[src/rtl/wra_seq_ctrl.sv]
// Layer-sequencing controller for N_ENG parallel WRA engines: fetch, decode, load, start, wait.
// Define WRA_SEQ_WDT_EN to build the wait-state watchdog and the ERROR path.
module wra_seq_ctrl #(
   parameter int unsigned       N_ENG   = 4,
   parameter int unsigned       LCNT_W  = 8,
   parameter int unsigned       TMO_W   = 16,
   parameter logic [TMO_W-1:0]  TMO_CYC = 16'hFFFF
) (
   input  logic              clk,
   input  logic              rst_n,
   input  logic              fifo_full,
   input  logic              model_done,
   input  logic              read_result,
   input  logic [N_ENG-1:0]  eng_mask,
   input  logic              data_pre_done,
   input  logic [N_ENG-1:0]  layer_done,
   input  logic              output_rd_done,
   input  logic              abort,
   output logic [N_ENG-1:0]  wra_start,
   output logic              data_en,
   output logic              filter_en,
   output logic              cfg_en,
   output logic              result_rd_en,
   output logic              pc_en,
   output logic              busy,
   output logic [LCNT_W-1:0] layer_cnt,
   output logic              err,
   output logic [3:0]        state
);

   typedef enum logic [3:0] {
      StIdle       = 4'd0,
      StReadInstr  = 4'd1,
      StDecode     = 4'd2,
      StLoadData   = 4'd3,
      StStartWra   = 4'd4,
      StRunWra     = 4'd5,
      StReadResult = 4'd6,
      StError      = 4'd7
   } state_e;

   state_e              state_q, state_d;
   logic [N_ENG-1:0]    mask_q, mask_d;
   logic [N_ENG-1:0]    done_seen_q, done_seen_d;
   logic [LCNT_W-1:0]   layer_cnt_q, layer_cnt_d;
   logic [N_ENG-1:0]    wra_start_q, wra_start_d;
   logic                load_en_q, load_en_d;
   logic                cfg_en_q, cfg_en_d;
   logic                result_rd_en_q, result_rd_en_d;
   logic                pc_en_q, pc_en_d;
   logic                all_done;
   logic                wdt_expired;

   // A done pulse that arrives this cycle counts as well as the ones already latched.
   assign all_done = (((done_seen_q | layer_done) & mask_q) == mask_q);

   always_comb begin
      state_d     = state_q;
      mask_d      = mask_q;
      done_seen_d = done_seen_q;
      layer_cnt_d = layer_cnt_q;
      case (state_q)
         StIdle: begin
            if (fifo_full) begin
               state_d     = StReadInstr;
               layer_cnt_d = '0;
            end
         end
         StReadInstr: state_d = StDecode;
         StDecode: begin
            if (model_done) begin
               state_d = StIdle;
            end else if (read_result) begin
               state_d = StReadResult;
            end else if (eng_mask == '0) begin
               state_d = StReadInstr;
            end else begin
               state_d = StLoadData;
               mask_d  = eng_mask;
            end
         end
         StLoadData: begin
            if (data_pre_done) state_d = StStartWra;
         end
         StStartWra: begin
            state_d     = StRunWra;
            done_seen_d = layer_done & mask_q;
         end
         StRunWra: begin
            done_seen_d = done_seen_q | (layer_done & mask_q);
            if (all_done) begin
               state_d = StReadInstr;
               if (layer_cnt_q != '1) begin
                  layer_cnt_d = layer_cnt_q + {{(LCNT_W-1){1'b0}}, 1'b1};
               end
            end
         end
         StReadResult: begin
            if (output_rd_done) state_d = StReadInstr;
         end
         StError: state_d = StError;
         default: state_d = StIdle;
      endcase
      if (wdt_expired) begin
         state_d     = StError;
         layer_cnt_d = layer_cnt_q;
      end
      if (abort) begin
         state_d     = StIdle;
         done_seen_d = '0;
         layer_cnt_d = layer_cnt_q;
      end
   end

   // Outputs are decoded from the next state so they line up with the state they belong to.
   always_comb begin
      wra_start_d    = '0;
      load_en_d      = 1'b0;
      cfg_en_d       = 1'b0;
      result_rd_en_d = 1'b0;
      pc_en_d        = 1'b0;
      case (state_d)
         StReadInstr:  pc_en_d        = 1'b1;
         StDecode:     cfg_en_d       = 1'b1;
         StLoadData:   load_en_d      = 1'b1;
         StStartWra:   wra_start_d    = mask_q;
         StReadResult: result_rd_en_d = 1'b1;
         default:      ;
      endcase
   end

   always_ff @(posedge clk or negedge rst_n) begin
      if (!rst_n) begin
         state_q        <= StIdle;
         mask_q         <= '0;
         done_seen_q    <= '0;
         layer_cnt_q    <= '0;
         wra_start_q    <= '0;
         load_en_q      <= 1'b0;
         cfg_en_q       <= 1'b0;
         result_rd_en_q <= 1'b0;
         pc_en_q        <= 1'b0;
      end else begin
         state_q        <= state_d;
         mask_q         <= mask_d;
         done_seen_q    <= done_seen_d;
         layer_cnt_q    <= layer_cnt_d;
         wra_start_q    <= wra_start_d;
         load_en_q      <= load_en_d;
         cfg_en_q       <= cfg_en_d;
         result_rd_en_q <= result_rd_en_d;
         pc_en_q        <= pc_en_d;
      end
   end

`ifdef WRA_SEQ_WDT_EN
   logic [TMO_W-1:0] wdt_q, wdt_d;
   logic             err_q, err_d;
   logic             wdt_active;
   logic             wdt_entry;

   assign wdt_active  = (state_q == StLoadData) || (state_q == StRunWra) ||
                        (state_q == StReadResult);
   assign wdt_entry   = (state_d != state_q) && ((state_d == StLoadData) ||
                        (state_d == StRunWra) || (state_d == StReadResult));
   // Counter holds the number of cycles already spent; the TMO_CYC-th cycle trips it.
   assign wdt_expired = wdt_active && (wdt_q == TMO_W'(TMO_CYC - 1'b1));

   always_comb begin
      wdt_d = wdt_q;
      err_d = err_q;
      if (wdt_entry) begin
         wdt_d = '0;
      end else if (wdt_active) begin
         wdt_d = wdt_q + {{(TMO_W-1){1'b0}}, 1'b1};
      end
      if (abort) begin
         err_d = 1'b0;
      end else if (wdt_expired) begin
         err_d = 1'b1;
      end
   end

   always_ff @(posedge clk or negedge rst_n) begin
      if (!rst_n) begin
         wdt_q <= '0;
         err_q <= 1'b0;
      end else begin
         wdt_q <= wdt_d;
         err_q <= err_d;
      end
   end

   assign err = err_q;
`else
   logic unused_wdt_cfg;
   assign unused_wdt_cfg = ^TMO_CYC;
   assign wdt_expired    = 1'b0;
   assign err            = 1'b0;
`endif

   assign wra_start    = wra_start_q;
   assign data_en      = load_en_q;
   assign filter_en    = load_en_q;
   assign cfg_en       = cfg_en_q;
   assign result_rd_en = result_rd_en_q;
   assign pc_en        = pc_en_q;
   assign busy         = (state_q != StIdle);
   assign layer_cnt    = layer_cnt_q;
   assign state        = state_q;

endmodule

[config.mk]
export PLATFORM = sky130hd
export DESIGN_NAME = wra_seq_ctrl
export DESIGN_NICKNAME = d
export VERILOG_FILES = /design/src/rtl/wra_seq_ctrl.sv
export SDC_FILE = /design/constraint.sdc
export NUM_CORES = 1
export LEC_CHECK = 0
export BUFFER_PORTS_ARGS = -buffer_cell sky130_fd_sc_hd__buf_4
export CORE_MARGIN = 2
export CORE_UTILIZATION = 58
export CTS_BUF_LIST = sky130_fd_sc_hd__clkbuf_4
export DETAILED_ROUTE_END_ITERATION = 12
export PLACE_DENSITY = 0.82
export SLEW_MARGIN = 40
export SYNTH_ARGS = -nofsm -noshare
export SYNTH_HDL_FRONTEND = slang
export SYNTH_SLANG_ARGS = --single-unit
[constraint.sdc]
create_clock -name clk -period 3.51 [get_ports clk]
set_input_delay 0.351 -clock clk [delete_from_list [all_inputs] [get_ports clk]]
set_output_delay 0.351 -clock clk [all_outputs]
set_load 0.1 [all_outputs]
; ---- Yosys cells after proc, flatten, opt, wreduce, memory -nomap -nowiden
; Cells that the tools add are included.
[totals]
out_inout_bits = 23
in_bits = 16
reg_bits = 28
word_cells = 62
[classes]
bitwise = 8
n_eq_ne = 17
mux = 20
reduce_logical = 7
addsub = 1
[op_table]
columns = cell, count
row1 = one-hot mux 4 bit (8 select lines), 1
row2 = two-way mux 4 bit, 7
row3 = "equality test 4 x 3 -> 1 bit, second input constant", 6
row4 = two-way mux 8 bit, 3
row5 = "equality test 4 x 2 -> 1 bit, second input constant", 4
row6 = one-hot mux 8 bit (2 select lines), 1
row7 = "adder 8 x 1 -> 8 bit, second input constant", 1
row8 = bitwise AND 4 bit, 2
row9 = "equality test 4 x 1 -> 1 bit, second input constant", 2
row10 = zero test 4 bit, 2
row11 = "!= test 8 bit, second input constant", 1
row12 = OR 4 bit, 2
row13 = one-hot mux 4 bit (2 select lines), 1
row14 = two-way mux 3 bit, 2
row15 = "!= test 2 bit, second input constant", 3
row16 = AND reduction 5 bit, 1
row17 = equality test 4 bit, 1
row18 = two-way mux 1 bit, 4
row19 = inverter 1 bit, 4
row20 = AND reduction 4 bit, 1
row21 = nonzero test 4 bit, 1
row22 = nonzero test 3 bit, 1
row23 = two-way mux 2 bit, 1
row24 = nonzero test 2 bit, 1

; ---- Logic depth before layout (Yosys ltp)
; Gate-level depths: netlist of run 1.
[depth]
word_depth = 8
depth_mapped = 7
mapped_depth_nobuf = 5

; ---- Worst setup path before layout of run 1
; Ideal clock, no wire load.
[synth_timing]
path_kind = register to register
from = register state_q[1], in the netlist state[1]
to = register layer_cnt_q[2], in the netlist layer_cnt[2]
stages_incl_launch_ff = 5
slack_ns = 0.699
synth_period_minus_slack_ns = 2.811
required_time_ns = 3.334
path_buffers = 1
t_arrival_ns = 2.635
setup_time_ns = 0.176
path_cell_list = dfrtp_1 -> buf_6 -> or4_1 -> o32ai_4 -> a31oi_1
[synth_between]
elab_chain_len = 3
elab_cells_between_ends = 8
classes_between = 4 x eq/ne / 1 x mux / 3 x reduce/logical
[synth_rtl]
columns = element, line_no
row1 = start: declaration, 42  ; state_e state_q, state_d;
row2 = start signal: assignment, 134  ; state_q <= StIdle;
row3 = start signal: assignment, 144  ; state_q <= state_d;
row4 = equality test 4 x 3 -> 1 bit or zero test 4 bit (tied branches), 62  ; case (state_q)
row5 = != test 2 bit (no source line) or nonzero test 2 bit (tied branches), --
row6 = AND reduction 5 bit (no source line), --
row7 = end signal: assignment, 147  ; layer_cnt_q <= layer_cnt_d;
row8 = end: declaration, 45  ; logic [LCNT_W-1:0] layer_cnt_q, layer_cnt_d;
; Parallel ways exist; a longest one is shown, timed or not.
; A chain may end at the register's enable or synchronous reset.

; ---- Worst setup path after layout of run 1
[layout_timing]
from = register state_q[1], in the netlist state[1]
to = output port busy
[layout_between]
elab_chain_len = 1
[layout_rtl]
columns = element, line_no
row1 = nonzero test 4 bit, 208  ; assign busy = (state_q != StIdle);
row2 = end: declaration, 25  ; output logic busy,
; Every way passes these cells.

==> results of run 1 <==
==> flip-flops by register name (all words and copies together) (netlist names), 4 cells and up <==
signal	flops
done_seen_q	4
layer_cnt	8
mask_q	4
state	4
wra_start	4
==> where the power goes <==
part	switching [W]	internal, W	leakage (nW)
registers	0.00000626	0.000326	0.388
logic	0.0000488	0.0000240	0.423
clock network	0.0000975	0.000116	0.0279
==> layout make-up <==
| cell class | count | area [µm²] |
|---|---|---|
| clock buffers | 3 | 22.5 |
| clock inverters | 1 | 30.0 |
| fillers | 190 | 627 |
| inverters | 8 | 30.0 |
| multi-input cells | 101 | 719 |
| flip-flops and latches | 28 | 701 |
| well taps | 30 | 37.5 |
| repair buffers | 38 | 288 |
==> cell families (layout without fill, tap and decap cells) <==
family / count (synthesis) / after routing / synth area share [%]
adder cells (fa/ha/maj): 1 / 1 / 0.835
AND/OR/NAND/NOR: 58 / 58 / 25.6
multiplexers: 1 / 1 / 0.668
other: 1 / 2 / 0.250
AO/OA/AOI/OAI: 39 / 39 / 20.4
flip-flops: 28 / 28 / 46.7
buffers and inverters: 16 / 50 / 5.51
==> final timing paths <==
| check | startpoint | end | slack (ns) | cells past startpoint |
|---|---|---|---|---|
| min | abort | done_seen_q[0] | 0.25 | 2 |
| max in group asynchronous | rst_n | done_seen_q[3] | 2.79 | 2 |
| min in group asynchronous | rst_n | pc_en | 0.46 | 2 |
| min reg2reg | done_seen_q[3] | done_seen_q[3] | 0.54 | 2 |
| max reg2reg | state[1] | mask_q[3] | 1.42 | 5 |
| max | state[1] | busy | 1.33 | 2 |
==> worst reg2reg max path: cells and delay by family (launching register included) <==
family | cells | cell delay, ns
simple gates | 3 | 1.01
flops | 1 | 0.65
compound gates | 2 | 0.34
==> metrics by stage <==
stage	hold WS, ns	std cells	total power, W	setup slack (ns)
2_1_floorplan	0.0554	145	0.000380	0.699
3_3_place_gp	0.280	204	0.000409	1.55
3_5_place_dp	0.289	204	0.000411	1.47
4_1_cts	0.245	209	0.000619	1.33
5_1_grt	0.229	209	0.000642	1.25
6_report	0.246	209	0.000618	1.33
==> metal layers <==
| layer | share of wire (%) | routed length (µm) | global-route usage [%] | vias up |
|---|---|---|---|---|
| li1 | - | - | - | 610 |
| met1 | 44 | 1440 | 33.4 | 621 |
| met2 | 49 | 1600 | 39.5 | 51 |
| met3 | 5.6 | 184 | 4.37 | 8 |
| met4 | 1.4 | 46 | 8.33 | 0 |
| met5 | 0 | 0 | 0 | - |
==> repair_timing <==
item | CTS | global route
hold buffers | 1 | 0
setup buffers | 0 | 0
endpoints found under the hold margin | 28 | 0
==> cell usage in the layout (no fill, tap or decap), types with 2 or more instances in the layout <==
master / n
sky130_fd_sc_hd__buf_4: 37
sky130_fd_sc_hd__dfrtp_1: 28
sky130_fd_sc_hd__nor2_1: 11
sky130_fd_sc_hd__nand2_1: 10
sky130_fd_sc_hd__inv_1: 7
sky130_fd_sc_hd__nor3_1: 7
sky130_fd_sc_hd__a21boi_0: 6
sky130_fd_sc_hd__a21oi_1: 5
sky130_fd_sc_hd__o21ai_0: 4
sky130_fd_sc_hd__nor4b_1: 4
sky130_fd_sc_hd__nand3_1: 4
sky130_fd_sc_hd__a2bb2oi_1: 4
sky130_fd_sc_hd__a32oi_1: 4
sky130_fd_sc_hd__a22oi_1: 3
sky130_fd_sc_hd__and3_1: 3
sky130_fd_sc_hd__o31ai_1: 3
sky130_fd_sc_hd__a22o_1: 3
sky130_fd_sc_hd__clkbuf_4: 3
sky130_fd_sc_hd__nand2b_1: 2
sky130_fd_sc_hd__nor4_4: 2
sky130_fd_sc_hd__nor2b_1: 2
sky130_fd_sc_hd__and2_1: 2
sky130_fd_sc_hd__and4_1: 2
sky130_fd_sc_hd__a31oi_1: 2
sky130_fd_sc_hd__conb_1: 2
==> impl_summary.txt, run 1 <==
----------------------------------------------------
[Finish]
  Share of final-layout standard cells stronger than drive strength 1 ... approximately 27%
  Post-synthesis to final-layout area growth ... 22.0%
  Final design instance area without fill ... 1830 µm²
  Util after Layout ... between 70% and 80%
  Fin nets ... 197
  Final antenna diode count ... 0

[Clock tree]
  Clock tree from TritonCTS ... done
  CTS sink count ... 28
  Number of buffers added by the clock tree synthesis step ... 3
  Clock Path Buffers ... 2
  Clock Root Buffer ... sky130_fd_sc_hd__clkbuf_4
  Resize count post-CTS ... 0
  Clock-pin slew on the worst setup and hold paths ... ~0.15 ns
  Insertion delay to the later sink of the worst-skew pair ... about 0.33 ns
  Number of levels in the clock H-tree ... 1

[Yosys]
  Share of the synthesized area in the top cell type ... 46.7%
  Fraction of synthesis flops using an asynchronous set or reset pin ... between 90% and 100%
  Yosys warns ... 0
  Dominant register cell in the synthesized netlist ... sky130_fd_sc_hd__dfrtp_1
  Mapped Cells ... 144
  Library cell occupying the most area in the post-synthesis netlist ... sky130_fd_sc_hd__dfrtp_1
  Total standard cell area after synthesis ... approximately 1500 µm²
  Number of register bits inferred by synthesis ... 28
  Number of distinct library cell variants in the gate-level netlist after synthesis ... 45
  Syn_area_per_cell ... 10.4 µm²
  Number of enable-type register cells in the synthesized netlist ... 0
  Commonest cells post-synth ... 28 x sky130_fd_sc_hd__dfrtp_1, 11 x sky130_fd_sc_hd__nor2_1, 10 x sky130_fd_sc_hd__nand2_1
  Proportion of synthesized chip area in sequential cells ... 46.7%
  Dominant cell by count in the synthesized netlist ... sky130_fd_sc_hd__dfrtp_1
  Cell types occupying the most area after synthesis ... sky130_fd_sc_hd__dfrtp_1 47%, sky130_fd_sc_hd__a21boi_0 3.0%, sky130_fd_sc_hd__nor4_4 2.8%

[Global routing]
  Pin count of the biggest net entering global routing ... 29
  Global-route wire length before repair ... 5300 µm
  Vias in the first global route ... 1172
  Final global-route overflow total ... 0
  Antenna violations before repair ... 0
  Tot GR Track Use ... roughly a quarter

[Setup path]
  Top delay family on crit path ... simple AND/OR/NAND/NOR gates
  CP Cell Sequence ... or4_1 -> buf_4
  Kind of critical path ... flip-flop to primary output
  Slowest Stage Delay on Critical Path ... approximately 0.65 ns
  Critical path arrival ... 1.83 ns
  CP max stage cell ... sky130_fd_sc_hd__or4_1
  Required @ worst endpoint ... 3.16 ns
  Crit path buf inv count ... 1
  Maximum fanout encountered on the critical timing path ... 11
  Startpoint type of the worst setup path ... flip-flop
  Element type at the critical path end ... primary output

[STA]
  Final Hold Violating Endpoints ... 0
  Final total negative setup slack ... 0 ns
  Worst Tran Pin Value ... roughly 0.55 ns
  Final slew viol count ... 0
  Part of the cycle the worst path needs ... 62.0%
  Tightest slew margin relative to the limit ... between 60% and 70%
  Final setup violating endpoints ... 0
  Final worst clock skew ... 0.00383 ns
  Final worst path period need ... 2.18 ns
  Maximum clock frequency ... 0.459 GHz
  Unrepaired setup endpoints after global routing ... no

[Floorplan]
  Core Box Area ... 2450 µm²
  Io pins ... 39
  Initial core utilization ... approximately three fifths
  Die outline area ... 3010 µm²
  Die Height ... between 50 and 60 µm
  Die span in x ... about 55 µm
  Cell Rows ... 18

[Flow run]
  Count of max-cap constraint violations ... 0

[Placement]
  Placed wire-length estimate ... 2460 µm
  Global placement routability congestion ... between 0.7 and 0.8
  Standard cell area after detailed placement ... 1770 µm²
  Number of I/O port buffers ... 37

[Detailed routing]
  First DRT Iteration DRCs ... 47
  Per-cell via count in the routed design ... 6.17
  Total wire length after detailed routing ... 3270 µm
  Average wire per cell in the routed design ... 15.6 µm
  Number of routed nets with antenna violations ... 0
  Drt pass-1 iters ... 4
  Vias post-DR ... 1290
  Count of unresolved DRC violations after routing ... 0

[Power]
  Peak supply drop ... 287 µV
  Power density cells ... 338 nW/µm²
  Leakage power ... 0.839 nW

[Worst hold path]
  Class of the most critical hold timing path ... primary input to flip-flop

[Outcome]
  Outcome ... complete, no violations

----------------------------------------------------
Note: power is estimated with default switching activity, not from simulation.
==> run 2: changes to the inputs <==
- CORE_UTILIZATION: 58 -> 49
- PLACE_DENSITY: 0.82 -> 0.74
- clock period: 3.51 -> 1.8 ns (I/O delays scaled with it)
==> impl_summary.txt, run 2 (synthesis results as in run 1) <==
----------------------------------------------------
[Finish]
  Max reg flops ... 8
  Share of final-layout standard cells stronger than drive strength 1 ... 41.7%
  Most frequent standard cell in the layout excluding fill and tap cells ... sky130_fd_sc_hd__buf_4
  Final antenna diode count ... 0
  Commonest non-fill, non-tap cells in the layout ... 47 x sky130_fd_sc_hd__buf_4, 21 x sky130_fd_sc_hd__dfrtp_1, 11 x sky130_fd_sc_hd__nor2_1
  Post-synthesis to final-layout area growth ... 33.6%
  Util after Layout ... 67.2%
  Fin nets ... 210
  Final design instance area without fill ... ~2000 µm²

[Placement]
  Minimum setup slack after placement ... between 0.015 and 0.02 ns
  Placed wire-length estimate ... about 2600 µm
  Global placement routability congestion ... a little over 0.8
  Standard cell area after detailed placement ... 1830 µm²
  Number of I/O port buffers ... 37

[Detailed routing]
  Per-cell via count in the routed design ... 5.82
  Count of unresolved DRC violations after routing ... 0
  Number of routed nets with antenna violations ... 0
  Vias post-DR ... around 1.3k
  Average wire per cell in the routed design ... approximately 16 µm
  First DRT Iteration DRCs ... 38
  Drt pass-1 iters ... 4
  Total wire length after detailed routing ... 3560 µm

[Power]
  Leakage power ... between 0.8 and 0.9 nW
  Peak supply drop ... 329 µV
  Power density cells ... 532 nW/µm²
  Overall Power ... approximately 0.0011 W

[Floorplan]
  Initial core utilization ... 50.3%
  Cell Rows ... 20
  Die span in x ... 59.3 µm
  Die outline area ... around 3500 µm²
  Io pins ... 39
  Die Height ... 59.3 µm
  Core Box Area ... a little under 3000 µm²

[Worst hold path]
  Class of the most critical hold timing path ... primary input to flip-flop
  Cell depth of the worst min-delay path ... 3

[Setup path]
  Depth of the worst register-to-register path ... 4
  Startpoint type of the worst setup path ... flip-flop
  CP max stage cell ... sky130_fd_sc_hd__dfrtp_4
  Required @ worst endpoint ... 1.62 ns
  Critical path arrival ... between 1.5 and 2 ns
  Kind of critical path ... flip-flop to primary output
  Top delay family on crit path ... flip-flops
  Element type at the critical path end ... primary output
  Maximum fanout encountered on the critical timing path ... 9
  CP Cell Sequence ... or4_4 -> buf_6
  Slowest Stage Delay on Critical Path ... 0.56 ns
  Crit path buf inv count ... 1
  Critical path depth in cells ... 2

[Global routing]
  Antenna violations before repair ... 0
  Global-route wire length before repair ... 5440 µm
  Final global-route overflow total ... 0
  Tot GR Track Use ... 20.8%
  Vias in the first global route ... 1235
  Pin count of the biggest net entering global routing ... 29

[STA]
  Setup ws final ... 0.00738 ns
  Maximum clock frequency ... ~0.56 GHz
  Final Hold Violating Endpoints ... 0
  Part of the cycle the worst path needs ... 99.6%
  Unrepaired setup endpoints after global routing ... yes
  Final setup violating endpoints ... 0
  Final worst path period need ... 1.79 ns
  Final slew viol count ... 0
  Final worst clock skew ... 0.00209 ns

[Clock tree]
  Clock Root Buffer ... sky130_fd_sc_hd__clkbuf_4
  Clock Path Buffers ... 2
  Insertion delay to the later sink of the worst-skew pair ... 0.32 ns
  Clock tree from TritonCTS ... done
  CTS sink count ... 28
  Number of levels in the clock H-tree ... 1
  Number of buffers added by the clock tree synthesis step ... 3
  Clock-pin slew on the worst setup and hold paths ... 0.14 ns

[Outcome]
  Outcome ... complete, no violations

[Flow run]
  Count of max-cap constraint violations ... 0

----------------------------------------------------
run 2: changes by cell type in the layout (fill, tap and decap cells not counted), moves of 4 or more:
cell                      previous run  this run
sky130_fd_sc_hd__dfrtp_2             0         5
sky130_fd_sc_hd__nor4b_2             0         4
sky130_fd_sc_hd__dfrtp_1            28        21
sky130_fd_sc_hd__buf_4              37        47
sky130_fd_sc_hd__nor4b_1             4         0
run 2: stage by stage:
step	instances	hold WS, ns	setup TNS (ns)
floorplan	145	-0.116	-3.22
global placement	213	0.111	0
detailed placement	213	0.113	0
CTS	221	0.0939	-0.0154
global route	225	0.0882	-0.0878
finish	225	0.0968	0
run 2: routing by layer:
metal  share of wire [%]  vias to the layer above  wire (µm)  global-route usage, %
li1                    -                      631          -                      -
met4                0.82                        0         29                   6.82
met5                   0                        -          0                      0
met2                  51                       43       1820                   37.0
met3                 4.5                        2        161                   1.97
met1                  44                      633       1550                   26.3
run 2: area by class of cell:
type | count | area (µm²)
repair buffers | 51 | 405
well taps | 33 | 41.3
flip-flops and latches | 28 | 714
multi-input cells | 101 | 785
clock buffers | 3 | 22.5
fillers | 234 | 976
inverters | 8 | 30.0
clock inverters | 1 | 3.75
run 2: what timing repair did:
action                                  in CTS  in global routing
hold buffers                                 1                  0
pin swaps                                    1                  2
buffers inserted                             3                  4
resized for setup                            3                 12
endpoints found under the hold margin       28                  0
endpoints found under the setup margin       3                 21
run 2: worst min-delay path, delay by kind of cell:
| family | cells | cell delay (ns) |
|---|---|---|
| buf+inv | 1 | 0.11 |
| simple gates | 2 | 0.10 |
run 2: worst paths after layout:
kind	from	end	slack (ns)
max in group asynchronous	rst_n	state[1]	1.23
min	eng_mask[1]	mask_q[1]	0.1
min reg2reg	done_seen_q[2]	done_seen_q[2]	0.55
max reg2reg	state[2]	layer_cnt[2]	0.03
min in group asynchronous	rst_n	cfg_en	0.29
max	state[2]	busy	0.007
run 2: where the power goes:
group	leakage, nW	switching (W)	internal (W)
logic	0.504	0.000101	0.0000585
registers	0.376	0.0000123	0.000636
clock network	0.0154	0.000175	0.0000811
==> run 3: changes to the inputs <==
- PLACE_DENSITY: 0.74 -> 0.78
==> impl_summary.txt, run 3 (synthesis results as in run 1) <==
----------------------------------------------------
[Outcome]
  Violations in the final reports ... negative setup slack
  Outcome ... complete, but fails checks

[Detailed routing]
  Count of unresolved DRC violations after routing ... 0
  Number of routed nets with antenna violations ... 0
  First DRT Iteration DRCs ... 76
  Total wire length after detailed routing ... 3800 µm
  Vias post-DR ... 1358
  Average wire per cell in the routed design ... 16.8 µm
  Per-cell via count in the routed design ... 6.01
  Drt pass-1 iters ... 4

[Power]
  Peak supply drop ... around 300 µV
  Power density cells ... 538 nW/µm²
  Leakage power ... roughly 0.9 nW

[Worst hold path]
  Class of the most critical hold timing path ... primary input to flip-flop
  Cell depth of the worst min-delay path ... 3

[STA]
  Part of the cycle the worst path needs ... 100%
  Smallest hold slack ... 0.0919 ns
  Final setup violating endpoints ... 1
  Unrepaired setup endpoints after global routing ... yes
  Final worst path period need ... between 1.5 and 2 ns
  Maximum clock frequency ... roughly 0.55 GHz
  Setup ws final ... -0.00483 ns
  Final worst clock skew ... 0.00340 ns
  Final slew viol count ... 0
  Final Hold Violating Endpoints ... 0

[Global routing]
  Vias in the first global route ... ~1.3k
  Global-route wire length before repair ... a little over 6000 µm
  Met2 usage ... 36.9%
  Antenna violations before repair ... 0
  Final global-route overflow total ... 0
  Tot GR Track Use ... 22.3%
  Global Route met3 Usage ... roughly 3.3%
  Met1 demand-to-capacity share in global routing ... 29.8%
  Layer with the highest usage ... met2
  Pin count of the biggest net entering global routing ... 29

[Setup path]
  Critical path arrival ... 1.62 ns
  Startpoint type of the worst setup path ... flip-flop
  Required @ worst endpoint ... 1.62 ns
  Depth of the worst register-to-register path ... 5
  Maximum fanout encountered on the critical timing path ... 4
  Kind of critical path ... flip-flop to primary output
  Element type at the critical path end ... primary output

[Clock tree]
  Clock tree from TritonCTS ... done
  Clock-pin slew on the worst setup and hold paths ... 0.14 ns
  Insertion delay to the later sink of the worst-skew pair ... 0.32 ns
  Number of buffers added by the clock tree synthesis step ... 3
  Number of levels in the clock H-tree ... 1
  Clock Root Buffer ... sky130_fd_sc_hd__clkbuf_4
  CTS sink count ... 28
  Clock Path Buffers ... 2

[Finish]
  Commonest non-fill, non-tap cells in the layout ... 47 x sky130_fd_sc_hd__buf_4, 21 x sky130_fd_sc_hd__dfrtp_1, 10 x sky130_fd_sc_hd__nor2_1, 10 x sky130_fd_sc_hd__nand2_1, 7 x sky130_fd_sc_hd__inv_1
  Post-synthesis to final-layout area growth ... 35.7%
  Max reg flops ... 8
  Final antenna diode count ... 0
  Share of final-layout standard cells stronger than drive strength 1 ... between 40% and 50%
  Most frequent standard cell in the layout excluding fill and tap cells ... sky130_fd_sc_hd__buf_4
  Fin nets ... roughly 210

[Flow run]
  Count of max-cap constraint violations ... 0

[Placement]
  Placed wire-length estimate ... 2630 µm
  Global placement routability congestion ... 0.847
  Number of I/O port buffers ... 37
  Minimum setup slack after placement ... -0.0165 ns

[Floorplan]
  Core Box Area ... 2980 µm²
  Cell Rows ... 20
  Die Height ... ~59 µm
  Io pins ... 39
  Die span in x ... 59.3 µm
  Initial core utilization ... 50.3%
  Die outline area ... about 3500 µm²

----------------------------------------------------
## run 3: cell types whose count changed in the layout (fill, tap and decap cells not counted), sizes merged
| cell | delta |
|---|---|
| clkbuf | +1 |
| buf | +1 |
| clkinv | -1 |
## run 3: final cells by class
type                       instances  area (µm²)
sequential                        28         714
inverter                           8        30.0
timing repair buffer              52         425
tap                               33        41.3
fill                             229         943
multi-input combinational        101         793
clock buffer                       4        30.0
## run 3: timing repair
item	4_1_cts	5_1_grt
pin swaps	0	4
hold buffers	1	0
resized for setup	2	19
setup endpoints to repair	3	20
hold endpoints to repair	28	0
setup buffers	4	4
## run 3: final timing paths
path / startpoint / endpoint / slack [ns]
setup / recovery: state[1] / busy / -0.005
hold / removal: eng_mask[1] / mask_q[1] / 0.09
setup reg to reg: state[1] / wra_start[2] / 0.01
hold reg to reg: done_seen_q[0] / done_seen_q[0] / 0.54
max in group asynchronous: rst_n / state[2] / 1.21
min in group asynchronous: rst_n / wra_start[1] / 0.29
## run 3: stage by stage
stage          std cells  TNS (ns)  power (W)  utilization [%]  instance area (µm²)
4_1_cts              222  -0.00969    0.00109             64.1                 1910
3_5_place_dp         213   -0.0165   0.000806             61.5                 1830
6_report             226  -0.00483    0.00109             68.3                 2030
5_1_grt              226    -0.279    0.00113             68.3                 2030
3_3_place_gp         213         0   0.000801             61.5                 1830
2_1_floorplan        145     -3.22   0.000744                -                 1520
## run 3: layer usage
metal / vias to the layer above / share of wire [%]
met5: - / 0
met4: 0 / 1.6
met3: 9 / 4.2
met2: 55 / 51
met1: 663 / 43
li1: 631 / -
## run 3: worst max-delay path, stage by stage (launching register included)
cell and delay, ns:
sky130_fd_sc_hd__dfrtp_4 0.53, sky130_fd_sc_hd__or4_4 0.57, sky130_fd_sc_hd__buf_12 0.19
## run 3: report_power, final
part	switching, W	internal [W]
Clock	0.000178	0.000102
Combinational	0.000106	0.0000594
Sequential	0.0000126	0.000636
